$ cat config.mk
export PLATFORM = sky130hd
export DESIGN_NAME = game_ctrl
export DESIGN_NICKNAME = d
export VERILOG_FILES = /design/src/rtl/game_pkg.sv /design/src/rtl/bcd_sat_add.sv /design/src/rtl/game_ctrl.sv
export SDC_FILE = /design/constraint.sdc
export NUM_CORES = 1
export LEC_CHECK = 0
export CAP_MARGIN = 40
export CORE_ASPECT_RATIO = 0.75
export CORE_MARGIN = 3
export CORE_UTILIZATION = 60
export DETAILED_ROUTE_END_ITERATION = 8
export PLACE_DENSITY = 0.87
export SYNTH_ARGS = -nofsm -noshare
export SYNTH_HDL_FRONTEND = slang
export SYNTH_SLANG_ARGS = --single-unit
$ cat constraint.sdc
create_clock -name CLK_50M -period 8.4 [get_ports CLK_50M]
set_input_delay 1.68 -clock CLK_50M [delete_from_list [all_inputs] [get_ports CLK_50M]]
set_output_delay 1.68 -clock CLK_50M [all_outputs]
set_load 0.02 [all_outputs]
$ cat src/rtl/game_pkg.sv
// Shared definitions for the game controller and the display block:
// state encodings and default scoring weights.
package game_pkg;

    typedef enum logic [1:0] {
        ST_START = 2'b00,
        ST_PLAY  = 2'b01,
        ST_OVER  = 2'b10
    } game_state_t;

    localparam int PTS_K_DEF = 1;
    localparam int PTS_H_DEF = 4;

    localparam logic [2:0] PEND_MAX = 3'd7;

endpackage

$ cat src/rtl/bcd_sat_add.sv
// Two-digit BCD plus a small binary addend, saturating at 99.
// Purely combinational; both result digits are always valid BCD.
module bcd_sat_add (
    input  logic [3:0] tens,
    input  logic [3:0] units,
    input  logic [3:0] addend,
    output logic [3:0] sum_tens,
    output logic [3:0] sum_units
);

    logic [4:0] u_raw;
    logic [4:0] t_raw;
    logic [3:0] u_dig;
    logic [1:0] carry;

    always_comb begin
        u_raw = {1'b0, units} + {1'b0, addend};
        carry = 2'd0;
        u_dig = u_raw[3:0];
        // units + addend never exceeds 24, so at most two decimal carries
        if (u_raw >= 5'd20) begin
            carry = 2'd2;
            u_dig = 4'(u_raw - 5'd20);
        end else if (u_raw >= 5'd10) begin
            carry = 2'd1;
            u_dig = 4'(u_raw - 5'd10);
        end
        t_raw = {1'b0, tens} + {3'b000, carry};
        if (t_raw > 5'd9) begin
            sum_tens  = 4'd9;
            sum_units = 4'd9;
        end else begin
            sum_tens  = t_raw[3:0];
            sum_units = u_dig;
        end
    end

endmodule

$ cat src/rtl/game_ctrl.sv
// Round controller: START/PLAY/OVER FSM, tick timer, round countdown and a
// BCD score fed from per-source pending event counters through one adder.
module game_ctrl
    import game_pkg::*;
#(
    parameter int TICK_DIV    = 30_000_000,
    parameter int ROUND_TICKS = 60,
    parameter int PTS_K       = PTS_K_DEF,
    parameter int PTS_H       = PTS_H_DEF
) (
    input  logic       CLK_50M,
    input  logic       RST,
    input  logic       btn_start,
    input  logic       score_k,
    input  logic       score_h,
    input  logic       player_dead,
    output logic [1:0] game_state,
    output logic [3:0] score_units,
    output logic [3:0] score_tens,
    output logic [6:0] time_left,
    output logic       tick
);

    localparam int              CNT_W    = (TICK_DIV > 1) ? $clog2(TICK_DIV) : 1;
    localparam logic [CNT_W-1:0] CNT_LAST = CNT_W'(TICK_DIV - 1);

    game_state_t      state;
    logic             btn_prev;
    logic [CNT_W-1:0] tick_cnt;
    logic [2:0]       pend_k;
    logic [2:0]       pend_h;

    logic       btn_rise;
    logic       serve_h;
    logic       serve_k;
    logic       end_round;
    logic       wrap;
    logic [3:0] addend;
    logic [3:0] sum_tens;
    logic [3:0] sum_units;

    // Arrival and service in the same cycle cancel; arrivals at the cap are dropped.
    function automatic logic [2:0] pend_next(input logic [2:0] cnt, input logic evt,
                                             input logic served);
        if (evt && !served)
            return (cnt == PEND_MAX) ? cnt : cnt + 3'd1;
        if (!evt && served)
            return cnt - 3'd1;
        return cnt;
    endfunction

    assign btn_rise   = btn_start & ~btn_prev;
    assign serve_h    = (pend_h != 3'd0);
    assign serve_k    = !serve_h && (pend_k != 3'd0);
    assign addend     = serve_h ? 4'(PTS_H) : 4'(PTS_K);
    assign end_round  = player_dead || (time_left == 7'd0);
    assign wrap       = (tick_cnt == CNT_LAST);
    assign game_state = state;

    bcd_sat_add u_add (
        .tens      (score_tens),
        .units     (score_units),
        .addend    (addend),
        .sum_tens  (sum_tens),
        .sum_units (sum_units)
    );

    always_ff @(posedge CLK_50M) begin
        if (RST) begin
            state       <= ST_START;
            btn_prev    <= 1'b1;
            tick_cnt    <= '0;
            pend_k      <= 3'd0;
            pend_h      <= 3'd0;
            score_units <= 4'd0;
            score_tens  <= 4'd0;
            time_left   <= 7'd0;
            tick        <= 1'b0;
        end else begin
            btn_prev <= btn_start;
            tick     <= 1'b0;
            case (state)
                ST_START: begin
                    if (btn_rise) begin
                        state       <= ST_PLAY;
                        score_units <= 4'd0;
                        score_tens  <= 4'd0;
                        time_left   <= 7'(ROUND_TICKS);
                        tick_cnt    <= '0;
                        pend_k      <= 3'd0;
                        pend_h      <= 3'd0;
                    end
                end
                ST_PLAY: begin
                    // Leaving PLAY discards anything still pending, unserved.
                    if (end_round) begin
                        state  <= ST_OVER;
                        pend_k <= 3'd0;
                        pend_h <= 3'd0;
                    end else begin
                        tick_cnt <= wrap ? '0 : tick_cnt + CNT_W'(1);
                        if (wrap) begin
                            tick      <= 1'b1;
                            time_left <= time_left - 7'd1;
                        end
                        pend_h <= pend_next(pend_h, score_h, serve_h);
                        pend_k <= pend_next(pend_k, score_k, serve_k);
                        if (serve_h || serve_k) begin
                            score_tens  <= sum_tens;
                            score_units <= sum_units;
                        end
                    end
                end
                ST_OVER: begin
                    if (btn_rise) begin
                        state       <= ST_START;
                        score_units <= 4'd0;
                        score_tens  <= 4'd0;
                        time_left   <= 7'd0;
                    end
                end
                default: state <= ST_START;
            endcase
        end
    end

endmodule
Word-level counts from Yosys, hierarchy flattened

Cells that the tools add are included.
W data, S select, Z words.

Register bits after elaboration: 50
Input bits: 6
Output and inout port bits: 18
Word-level logic and storage cells: 126

$add $sub $neg: 10
Magnitude comparators: 3
Eq/ne operators: 14
Muxes and demuxes: 61
Bitwise operators: 3
Reduce and logical (&&, ||, !) cells: 26

Operators by type and width:

| cell                    | count |
|---|---|
| $mux W25                | 3 |
| $pmux W25 S2            | 1 |
| $mux W3                 | 14 |
| $mux W4                 | 9 |
| $mux W7                 | 4 |
| $add A25 B1 Y25 const B | 1 |
| $eq A25 B25 Y1 const B  | 1 |
| $pmux W7 S3             | 1 |
| $mux W1                 | 20 |
| $pmux W4 S2             | 2 |
| $ne A2 B2 Y1 const B    | 6 |
| $pmux W3 S2             | 2 |
| $reduce_and A3 Y1       | 4 |
| $reduce_bool A3 Y1      | 3 |
| $mux W2                 | 4 |
| $ne A4 B4 Y1 const B    | 2 |
| $logic_not A7 Y1        | 1 |
| $sub A7 B1 Y7 const B   | 1 |
| $add A3 B1 Y3 const B   | 2 |
| $eq A3 B3 Y1 const B    | 2 |
| $pmux W2 S3             | 1 |
| $sub A3 B1 Y3 const B   | 2 |
| $add A4 B2 Y5           | 1 |
| $add A4 B3 Y5           | 1 |
| other kinds (19)        | 29 |

Longest topological paths before layout

Word-level depth: 17
Gate-level depth with buffers: 21
Gate-level depth less buffers: 20

Modules after synthesis

Synthesis repeated with hierarchy kept, for this count alone.

Cells, all modules: 401
Area total of the unflattened synthesis: 3320.7 um^2

Modules (own cells, without submodules):

| module      | times used | cells each | area each (um^2) | seq. area each (um^2) |
|---|---|---|---|---|
| game_ctrl   | 1          | 346        | 2859.0           | 1001.0 |
| bcd_sat_add | 1          | 55         | 461.7            | 0.0 |

Worst setup path after synthesis

No wires, ideal clock.

Path type: register to register
Start point: reg pend_h[0]
End point: reg score_units[2]
Library setup time: 0.131 ns
Arrival time: 3.924 ns
Data required time: 8.269 ns
Path slack: 4.344 ns
Cell stages (with the launch flop): 22
Path buffers: 1
Period minus slack after synthesis: 4.056 ns
Cell sequence: dfxtp_1 > inv_1 > ha_1 > nand2b_2 > buf_6 > nor2_1 > ha_1 > xnor2_1 > xnor2_2 > inv_1 > ha_1 > a21boi_0 > o21ai_0 > nor2b_1 > ha_1 > fa_1 > nand2b_1 > a21oi_1 > nor3b_1 > nor3_2 > a22oi_1 > a211oi_1

Longest elaborated chain between the ends: 12
Elaborated cells between the ends (all ways): 22
Classes of those cells: 4 x add/sub; 3 x order compare; 1 x eq/ne; 9 x mux; 5 x reduce/logical

RTL lines:

| element                | RTL line          | RTL |
|---|---|---|
| start, declared        | game_ctrl.sv:31   | `logic [2:0] pend_h;` |
| start signal, assigned | game_ctrl.sv:106  | `pend_h <= pend_next(pend_h, score_h, serve_h);` |
| $reduce_bool A3 Y1 (*) | game_ctrl.sv:53   | `assign serve_h = (pend_h != 3'd0);` |
| $mux W3                | game_ctrl.sv:55   | `assign addend = serve_h ? 4'(PTS_H) : 4'(PTS_K);` |
| $add A4 B3 Y5          | bcd_sat_add.sv:17 | `u_raw = {1'b0, units} + {1'b0, addend};` |
| $ge A5 B4 Y1           | bcd_sat_add.sv:24 | `end else if (u_raw >= 5'd10) begin` |
| $mux W1                | bcd_sat_add.sv:24 |  |
| $mux W2                | bcd_sat_add.sv:21 | `if (u_raw >= 5'd20) begin` |
| $add A4 B2 Y5          | bcd_sat_add.sv:28 | `t_raw = {1'b0, tens} + {3'b000, carry};` |
| $gt A5 B4 Y1           | bcd_sat_add.sv:29 | `if (t_raw > 5'd9) begin` |
| $mux W4                | bcd_sat_add.sv:29 |  |
| $mux W4                | game_ctrl.sv:108  | `if (serve_h \|\| serve_k) begin` |
| $mux W4                | game_ctrl.sv:96   | `if (end_round) begin` |
| $pmux W4 S2            | game_ctrl.sv:82   | `case (state)` |
| end signal, assigned   | game_ctrl.sv:110  | `score_units <= sum_units;` |
| end, declared          | game_ctrl.sv:18   | `output logic [3:0] score_units,` |

Mark *: on every way between the ends. The rest lies on a longest branch, timed or not. The select of a mux whose other input is x is not followed.
A chain may end at the register's enable or synchronous reset.

Final worst setup path

Same ends and word-level chain as after synthesis.

==> impl_results.md <==
- Post-synth top area share: 0.317
- Avg WL per Cell: 14.3 µm
- Final setup vio count: 0
- Antenna Cells: 0
- Critical Path AT: 4800 ps
- Outcome: finished, final reports clean
- Vias per inst: 5.84
- Num CTS Buffers: 5
- Final standard cell area without fillers: 3510 µm²
- Min-Delay Path Class: reg -> reg
- # IOs: 24
- Post-CTS Setup Inserts: 0
- Primary FF master, synth: dfxtp_1
- Max-slew violation count: 0
- IO buf count: 23
- Post-route DRC violation count: 0
- Clk buf depth: 2
- Top cells by area, synth: dfxtp_1 (32%), ha_1 (7.5%), nor2_1 (5.7%)
- Routed wire length: 6.52 mm
- FP Rows: 22
- Cells after Synth: 365
- Core ar.: 4980 µm²
- CP endpoint kind: flop
- Register area share after synthesis: 0.317
- RSZ-0062 raised after global routing: no
- First-pass GRT wire length: 11.1 mm
- Max-slew headroom: 0.404
- CP Class: reg -> reg
- Clk root buf: clkbuf_8
- Initial antenna violation count: 0
- Gr ovfl total: 0
- Largest net degree at the start of global routing: 25
- Crit Path Max Fanout: 11
- Die area: 6170 µm²
- Number of hold buffers added after cts: 0
- Worst-Margin Slew: 891 ps
- Antenna viol nets, final: 0
- Area Overhead vs Synth: 11.2%
- Total Routing Usage GR: 0.221
- DP HPWL: 4.87 mm
- Clock Skew: 12.2 ps
- Post-Syn Nets: 391
- Synth Register Bits: 50
- Cell taking the most area after synthesis: dfxtp_1
- Peak supply drop: 90.5 µV
- Post-CTS sizing: 0
- WP data required: 8560 ps
- H-tree Lvls: 2
- Async set-reset flop share out of synthesis: 0
- CTS sink cnt: 50
- Tcrit/Tclk final: 0.552
- Fmax: 216 MHz
- Die W: 89.7 µm
- Number of global-route vias before repair: 2338
- DR iter-0 viols: 189
- Yosys cell types: 71
- PD cells: 187 nW/µm²
- CP startpoint kind: flop
- Mapped Area: 3150 µm²
- Via count: 2662
- Gpl congestion: 0.860
- Synthesis warning total: 0
- Avg Cell Area, Syn: 8.64 µm²
- TNS Setup: 0 ps
- Nets: 410
- Clock slew at reported path FFs: 90 ps
- Max cap viols: 0
- Starting density of the core: 0.633
- Final Hold Vio Count: 0
- Cell Area, Placed: 3390 µm²
- CTS tree: yes
- Clk Latency, worst-skew pair: 310 ps
- Final min period: 4630 ps
- DIE HEIGHT: 68.8 µm
- Pre-antenna DRT Iters: 4
- Layout cell share with drive strength beyond 1: 0.0807
- Number of synthesized flops with an enable pin: 0
- Leakage: 0.00128 µW
## power by group
part	switching, µW	internal, µW	total [µW]	leakage, µW
Combinational	130	84.5	215	0.000816
Clock	77.2	95.3	173	0.0000573
Sequential	17.1	251	268	0.000405
Total	225	430	655	0.00128
## Yosys cell counts, types with 3 or more instances
library cell  number
nand2_1           24
nand2b_1           3
nor2b_1            5
inv_1             16
clkbuf_1           3
buf_6              4
nand4b_1           4
a22oi_1            3
or2_2              3
o21ai_0           15
nand3b_1           4
and3_1             6
and2_1             3
dfxtp_1           50
nor2_1            48
a211oi_1           4
nand3_1           18
a31oi_1            4
nor3_1             9
xnor2_1           11
xor2_1            18
o21ai_1            3
nor4_1             3
nand4_1            6
a32o_1             4
ha_1              19
mux2i_1            3
a21oi_1           18
buf_2              3
## final timing paths
path / startpoint / end / slack (ps) / cells past startpoint
setup / recovery: pend_h[0] / score_units[2] / 3770 / 20
hold reg to reg: tick_cnt[6] / tick_cnt[6] / 500 / 2
setup reg to reg: pend_h[0] / score_units[2] / 3770 / 20
hold / removal: tick_cnt[6] / tick_cnt[6] / 500 / 2
## per-layer routing
layer	vias to the layer above	track usage	wire (µm)
met1	1255	0.320	3310
met5	-	0	0
met3	8	0.0423	313
li1	1343	-	-
met4	0	0.0803	79
met2	56	0.329	2820
## state kept, by name (all words and copies together), names as in the netlist
signal,flops
score_tens,4
tick,1
tick_cnt,25
pend_h,3
btn_prev,1
score_units,4
time_left,7
game_state,2
pend_k,3
## layout make-up
class | count | area (µm²)
multi-input cells | 286 | 2000
fillers | 397 | 1480
flip-flops and latches | 50 | 1000
repair buffers | 24 | 238
well taps | 72 | 90.1
clock buffers | 6 | 82.6
inverters | 17 | 63.8
clock inverters | 1 | 30.0
## stage by stage
stage                     total power, µW   util  std cells  hold WS [ps]  worst slack [ps]
after floorplan                       432      -        365           454              4340
after global placement                477  0.681        449           472              4030
after detailed placement              484  0.681        449           487              3810
after CTS                             655  0.704        456           500              3810
after global routing                  693  0.704        456           542              3280
final                                 655  0.704        456           499              3770
## cells by family (layout without fill, tap and decap cells)
kind of cell    count (synthesis)  in the layout  synth area share
flops                          50             50             0.317
xor+xnor                       30             30            0.0857
fa+ha+maj                      21             21            0.0849
mux                             3              3           0.00952
simple gates                  154            154             0.267
compound gates                 78             78             0.188
buf+inv                        29             48            0.0480
## critical path, cell delays in order, from the launching register on
cell,delay [ps]
dfxtp_1,340
inv_1,80
ha_1,280
nand2b_2,230
nor2_1,70
ha_1,220
xnor2_1,250
xnor2_2,190
inv_1,100
ha_1,180
a21boi_0,160
o21ai_0,190
nor2b_1,210
ha_1,220
fa_1,520
nand2b_1,110
a21oi_1,60
nor3b_1,640
nor3_2,190
a22oi_1,190
a211oi_1,70
## cell usage in the layout (no fill, tap or decap), types with 3 or more instances in the layout
master,n
nor3_1,9
clkbuf_8,6
nor4_1,3
o21ai_0,15
nor2b_1,5
a22oi_1,3
a211oi_1,4
nand2b_1,3
clkdlybuf4s50_1,23
nand3_1,18
xnor2_1,11
a21oi_1,18
and3_1,6
a31oi_1,4
a32o_1,4
dfxtp_1,50
or2_2,3
and2_1,3
inv_1,16
nand3b_1,4
nand4b_1,4
o21ai_1,3
xor2_1,18
nor2_1,48
mux2i_1,3
nand4_1,6
ha_1,19
nand2_1,24
(Power assumes the default switching activity.)
